===== src/rtl/seq_divider_if.sv =====
// Start/done handshake and operand/result bundle for the sequential divider.
interface seq_divider_if #(
   parameter int WIDTH = 8
);
   logic             start;
   logic [WIDTH-1:0] dividend;
   logic [WIDTH-1:0] divisor;
   logic             busy;
   logic             done;
   logic [WIDTH-1:0] quotient;
   logic [WIDTH-1:0] remainder;
   logic             divByZero;

   modport master (
      output start, dividend, divisor,
      input  busy, done, quotient, remainder, divByZero
   );

   modport slave (
      input  start, dividend, divisor,
      output busy, done, quotient, remainder, divByZero
   );
endinterface


===== src/rtl/seq_divider.sv =====
// Sequential restoring divider, one quotient bit per SHIFT/SUB pair.
// Define SEQ_DIVIDER_DIV0_FAST_EN to short-circuit a zero divisor straight from INIT to DONE.
module seq_divider #(
   parameter int WIDTH = 8
) (
   input  logic         clk,
   input  logic         rstN,
   seq_divider_if.slave bus
);
   localparam int CW = $clog2(WIDTH);

   typedef enum logic [2:0] {IDLE, INIT, SHIFT, SUB, DONE} state_t;

   state_t           state_q, state_d;
   logic [WIDTH:0]   r_q, r_d;
   logic [WIDTH-1:0] q_q, q_d;
   logic [WIDTH-1:0] d_q, d_d;
   logic [CW-1:0]    cnt_q, cnt_d;
   logic [WIDTH-1:0] quotient_q, quotient_d;
   logic [WIDTH-1:0] remainder_q, remainder_d;
   logic             div_by_zero_q, div_by_zero_d;
   logic [WIDTH:0]   trial;

   // R stays below 2*D, so a WIDTH+1 bit trial subtraction never overflows.
   assign trial = r_q - {1'b0, d_q};

   always_comb begin
      state_d       = state_q;
      r_d           = r_q;
      q_d           = q_q;
      d_d           = d_q;
      cnt_d         = cnt_q;
      quotient_d    = quotient_q;
      remainder_d   = remainder_q;
      div_by_zero_d = div_by_zero_q;
      case (state_q)
         IDLE: begin
            if (bus.start) state_d = INIT;
         end
         INIT: begin
            r_d   = '0;
            q_d   = bus.dividend;
            d_d   = bus.divisor;
            cnt_d = '0;
`ifdef SEQ_DIVIDER_DIV0_FAST_EN
            if (bus.divisor == '0) begin
               state_d       = DONE;
               quotient_d    = '1;
               remainder_d   = bus.dividend;
               div_by_zero_d = 1'b1;
            end else begin
               state_d = SHIFT;
            end
`else
            state_d = SHIFT;
`endif
         end
         SHIFT: begin
            {r_d, q_d} = {r_q[WIDTH-1:0], q_q, 1'b0};
            state_d    = SUB;
         end
         SUB: begin
            if (!trial[WIDTH]) begin
               r_d = trial;
               q_d = {q_q[WIDTH-1:1], 1'b1};
            end
            // Results are captured from this iteration's outcome on the edge into DONE.
            if (cnt_q == CW'(WIDTH - 1)) begin
               state_d       = DONE;
               quotient_d    = q_d;
               remainder_d   = r_d[WIDTH-1:0];
               div_by_zero_d = (d_q == '0);
            end else begin
               cnt_d   = cnt_q + CW'(1);
               state_d = SHIFT;
            end
         end
         DONE: begin
            state_d = IDLE;
         end
         default: begin
            state_d = IDLE;
         end
      endcase
   end

   always_ff @(posedge clk or negedge rstN) begin
      if (!rstN) begin
         state_q       <= IDLE;
         r_q           <= '0;
         q_q           <= '0;
         d_q           <= '0;
         cnt_q         <= '0;
         quotient_q    <= '0;
         remainder_q   <= '0;
         div_by_zero_q <= 1'b0;
      end else begin
         state_q       <= state_d;
         r_q           <= r_d;
         q_q           <= q_d;
         d_q           <= d_d;
         cnt_q         <= cnt_d;
         quotient_q    <= quotient_d;
         remainder_q   <= remainder_d;
         div_by_zero_q <= div_by_zero_d;
      end
   end

   assign bus.busy      = (state_q == INIT) || (state_q == SHIFT) || (state_q == SUB);
   assign bus.done      = (state_q == DONE);
   assign bus.quotient  = quotient_q;
   assign bus.remainder = remainder_q;
   assign bus.divByZero = div_by_zero_q;
endmodule

===== src/flat_wrapper.sv =====
// flat-port wrapper written by rule: the top's interface ports become plain ports
module seq_divider_flat 
#(
   parameter int WIDTH = 8
)
  (clk, rstN, bus_start, bus_dividend, bus_divisor, bus_busy, bus_done, bus_quotient, bus_remainder, bus_divByZero);
  seq_divider_if #(.WIDTH(WIDTH)) bus_i ();
  input  logic clk;
  input  logic rstN;
  input wire logic [$bits(bus_i.start)-1:0] bus_start;
  input wire logic [$bits(bus_i.dividend)-1:0] bus_dividend;
  input wire logic [$bits(bus_i.divisor)-1:0] bus_divisor;
  output wire logic [$bits(bus_i.busy)-1:0] bus_busy;
  output wire logic [$bits(bus_i.done)-1:0] bus_done;
  output wire logic [$bits(bus_i.quotient)-1:0] bus_quotient;
  output wire logic [$bits(bus_i.remainder)-1:0] bus_remainder;
  output wire logic [$bits(bus_i.divByZero)-1:0] bus_divByZero;
  assign bus_i.start = bus_start;
  assign bus_i.dividend = bus_dividend;
  assign bus_i.divisor = bus_divisor;
  assign bus_busy = bus_i.busy;
  assign bus_done = bus_i.done;
  assign bus_quotient = bus_i.quotient;
  assign bus_remainder = bus_i.remainder;
  assign bus_divByZero = bus_i.divByZero;
  seq_divider #(.WIDTH(WIDTH)) u_core (.clk(clk), .rstN(rstN), .bus(bus_i));
endmodule

===== config.mk =====
export PLATFORM = sky130hd
export DESIGN_NAME = seq_divider_flat
export DESIGN_NICKNAME = d
export VERILOG_FILES = /design/src/rtl/seq_divider_if.sv /design/src/rtl/seq_divider.sv /design/src/flat_wrapper.sv
export SDC_FILE = /design/constraint.sdc
export NUM_CORES = 1
export LEC_CHECK = 0
export ABC_AREA = 1
export CAP_MARGIN = 20
export CORE_UTILIZATION = 50
export CTS_CLUSTER_SIZE = 28
export DETAILED_ROUTE_END_ITERATION = 10
export PLACE_DENSITY = 0.74
export SYNTH_ARGS = -nofsm -noshare
export SYNTH_HDL_FRONTEND = slang
export SYNTH_SLANG_ARGS = --single-unit

===== constraint.sdc =====
create_clock -name clk -period 4.5 [get_ports clk]
set_input_delay 0.9 -clock clk [delete_from_list [all_inputs] [get_ports clk]]
set_output_delay 0.9 -clock clk [all_outputs]
set_load 0.005 [all_outputs]

==> key figures <==
Finish
  – Antenna cells: 0
  – Register area: 1200 µm²
  – Multi-input gate area: 1190 µm²
  – NumNets Final: 396
  – Area Growth Syn to Fin: 22.4%
  – Share of layout cells above drive strength 1: 7.08%
  – Fillers: 423
  – Cell area after layout: 3180 µm²

CTS
  – H-tree levels: 2
  – Inserted Clock Buffers: 5
  – Hold_buf cts: 0
  – Skew-Pair Late Insertion Delay: 0.30 ns
  – Clock sinks: 48
  – Clock buffer depth: 2
  – Worst-path clk slew: 0.09 ns
  – Post-cts sizing count: 0
  – CTS tree: yes
  – Post-CTS setup buffers: 0
  – Clock root cell: clkbuf_8

Placement
  – Cell Area, Placed: 3010 µm²
  – Detailed placement HPWL: 4150 µm
  – Port Buffers: 37
  – GPL Wtd Cong: 0.836
  – Pre-CTS setup slack: 2.19 ns

Run
  – Max_cap viols: 0

Global route
  – Total global routing overflow: 0
  – Largest net degree at the start of global routing: 49
  – Initial antenna violation count: 0
  – Number of global-route vias before repair: 2,180
  – Global-route wire length before repair: 9730 µm
  – Overall routing resource usage: 23.3%

Min path
  – Hold Path Origin: u_core.state_q[0]
  – Hold worst-path end: u_core.state_q[0]
  – Hold Path Class: reg -> reg
  – Hold Path Stages: 1

Timing
  – PnR worst setup slack: 1.86 ns
  – Final setup fails: 0
  – WHS: 0.455 ns
  – Sum of negative setup slack: 0 ns
  – Slew @ Worst Pin: 0.608 ns
  – Skew final: 0.00706 ns
  – Final period utilization: 58.8%
  – Slew margin rel.: 59.5%
  – Crit path time final: 2.64 ns
  – Slew Limit Fails: 0
  – RSZ-0062 raised after global routing: no
  – Final hold vios: 0
  – Fmax: 378 MHz

Floorplan
  – Die H: 74.0 µm
  – Core Area: 4850 µm²
  – Initial Util: 53.5%
  – Die area: 5480 µm²
  – I/O Pins: 38
  – Die X: 74.0 µm
  – Row Count: 25

Synth
  – Synth Area in Adders: 5.59%
  – Post-synthesis sequential area ratio: 46.3%
  – Synth Cell Area: 2590 µm²
  – Unique masters post-synth: 32
  – Syn nets: 357
  – Mapped Cells: 327
  – Post-Synth Simple-Gate Area: 30.3%
  – Warnings, synthesis: 0
  – Mux cell area share after synthesis: 0.434%
  – #FFs+latches synth: 48
  – Syn avg cell area: 7.94 µm²
  – Synth Area in Compound Gates: 8.49%
  – Post-synthesis xor/xnor area fraction: 1.01%
  – Combinational family with the most area after synthesis: simple AND/OR/NAND/NOR gates

Worst setup path
  – Crit path capture type: primary output
  – WP data arrival: 1.74 ns
  – Cell family contributing the most delay on the critical path: buffers and inverters
  – Critical-path top delay cell: clkdlybuf4s50_1
  – Reg2reg end: u_core.bus.remainder[2]
  – Critical path's largest stage delay: 0.47 ns
  – CP Cell Sequence: inv_1 -> nand2_1 -> nand2_1 -> inv_1 -> clkdlybuf4s50_1
  – Register-to-register path setup slack: 2.36 ns
  – Worst Setup Path Type: reg -> out
  – Bufs and invs on worst path: 3
  – Critical-path maximum fanout: 10
  – Required time of the critical path: 3.60 ns
  – Worst r2r src: u_core.r_q[0]
  – Crit start category: register
  – R2R depth: 13

Route
  – Drt via density: 5.06
  – Drt first pass iters: 5
  – Detail Route Antenna Nets: 0
  – Total wire length: 5680 µm
  – DR iter-0 viols: 131
  – Total number of vias: 2,195
  – WL/cell: 13.1 µm
  – DRC Markers: 0

Power and ir drop
  – Pwr Density: 597 nW/µm²
  – Leakage: 1.60 nW
  – Maximum VDD drop: 0.000428 V

Run status
  – Status: finished, final reports clean
==> where the power goes <==
| part | switching (mW) | internal [mW] |
|---|---|---|
| Sequential | 0.0717 | 0.560 |
| Combinational | 0.561 | 0.331 |
| Clock | 0.149 | 0.224 |
| Total | 0.781 | 1.11 |
==> synth_stat cells <==
master    count  area, µm²
xor2_1        2       17.5
buf_2         5       25.0
nor2_1       16       60.1
a21oi_1      10       50.1
nand3_1      31        155
or2_1         1       6.26
inv_1        43        161
fa_1          1       20.0
ha_1         10        125
a22o_1        2       17.5
o41ai_1       1       8.76
nand3_4       1       17.5
nor2_2        2       12.5
nand2_1     104        390
inv_2         2       7.51
buf_4         1       7.51
nand2_4       1       11.3
a21oi_4       1       16.3
nand2_2       5       31.3
xnor2_1       1       8.76
mux2_2        1       11.3
nor2_4        1       11.3
nand3_2       1       10.0
nor3_1        1       5.00
dfrtp_1      48       1200
clkinv_1      1       3.75
o21ai_0      15       75.1
o21ai_1       9       45.0
nand3b_1      4       30.0
o31ai_1       1       7.51
nand2_8       1       20.0
nand4_1       4       25.0
==> stage by stage <==
step / total power [mW] / instances / util (%)
floorplan: 1.28 / 327 / -
global placement: 1.49 / 425 / 62.1
detailed placement: 1.52 / 425 / 62.1
CTS: 1.89 / 433 / 65.0
global route: 2.07 / 434 / 65.5
finish: 1.90 / 434 / 65.5
==> per-layer routing <==
metal	part of all wire [%]	vias to the layer above	wire (µm)	track usage, %
li1	-	1115	-	-
met1	47	1022	2700	31.9
met2	47	54	2690	38.0
met3	4.2	4	240	4.34
met4	0.93	0	53	6.84
met5	0	-	0	0
==> layout by cell type (no fill, tap or decap), types with 2 or more instances in the layout <==
| master | synthesis | routed |
|---|---|---|
| nand2_1 | 104 | 104 |
| clkdlybuf4s50_1 | 0 | 36 |
| nand2_2 | 5 | 5 |
| a21oi_1 | 10 | 10 |
| xor2_1 | 2 | 2 |
| nand4_1 | 4 | 4 |
| o21ai_0 | 15 | 15 |
| nor2_2 | 2 | 2 |
| nand3_1 | 31 | 31 |
| inv_1 | 43 | 43 |
| a22o_1 | 2 | 2 |
| nand3b_1 | 4 | 4 |
| o21ai_1 | 9 | 9 |
| ha_1 | 10 | 10 |
| dfrtp_1 | 48 | 48 |
| nor2_1 | 16 | 16 |
| clkbuf_8 | 0 | 5 |
| inv_2 | 2 | 2 |
| bufinv_16 | 0 | 2 |
==> state kept, by name, summed over array words and instances (netlist names) <==
name                  flops
u_core.r_q                9
u_core.bus.quotient       8
u_core.bus.remainder      8
u_core.d_q                8
u_core.q_q                8
u_core.cnt_q              3
u_core.state_q            3
u_core.bus.divByZero      1
==> cell families (layout without fill, tap and decap cells) <==
kind of cell / after synthesis / after routing
DFF: 48 / 48
adders and majority gates: 11 / 11
AOI/OAI and AO/OA: 39 / 39
and+or+nand+nor: 173 / 173
buffers and inverters: 52 / 92
xor gates and xnor gates: 3 / 3
muxes: 1 / 1
==> worst max path at each step <==
stage / to / startpoint / slack [ns] / depth (start not counted)
after floorplan: u_core.r_q[5] / u_core.d_q[0] / 2.65 / 12
after global placement: bus_busy / u_core.state_q[1] / 2.24 / 5
after detailed placement: bus_busy / u_core.state_q[1] / 2.19 / 5
after CTS: bus_busy / u_core.state_q[1] / 1.85 / 5
after global routing: bus_busy / u_core.state_q[1] / 1.68 / 5
final: bus_busy / u_core.state_q[1] / 1.86 / 5
==> area by class of cell <==
class                      instances  share of cell area [%]
clock inverter                     3                    2.17
inverter                          46                    5.44
timing repair buffer              38                    12.4
clock buffer                       5                    2.17
tap                               67                    2.64
sequential                        48                    37.8
multi-input combinational        227                    37.4
(Power assumes the default switching activity.)
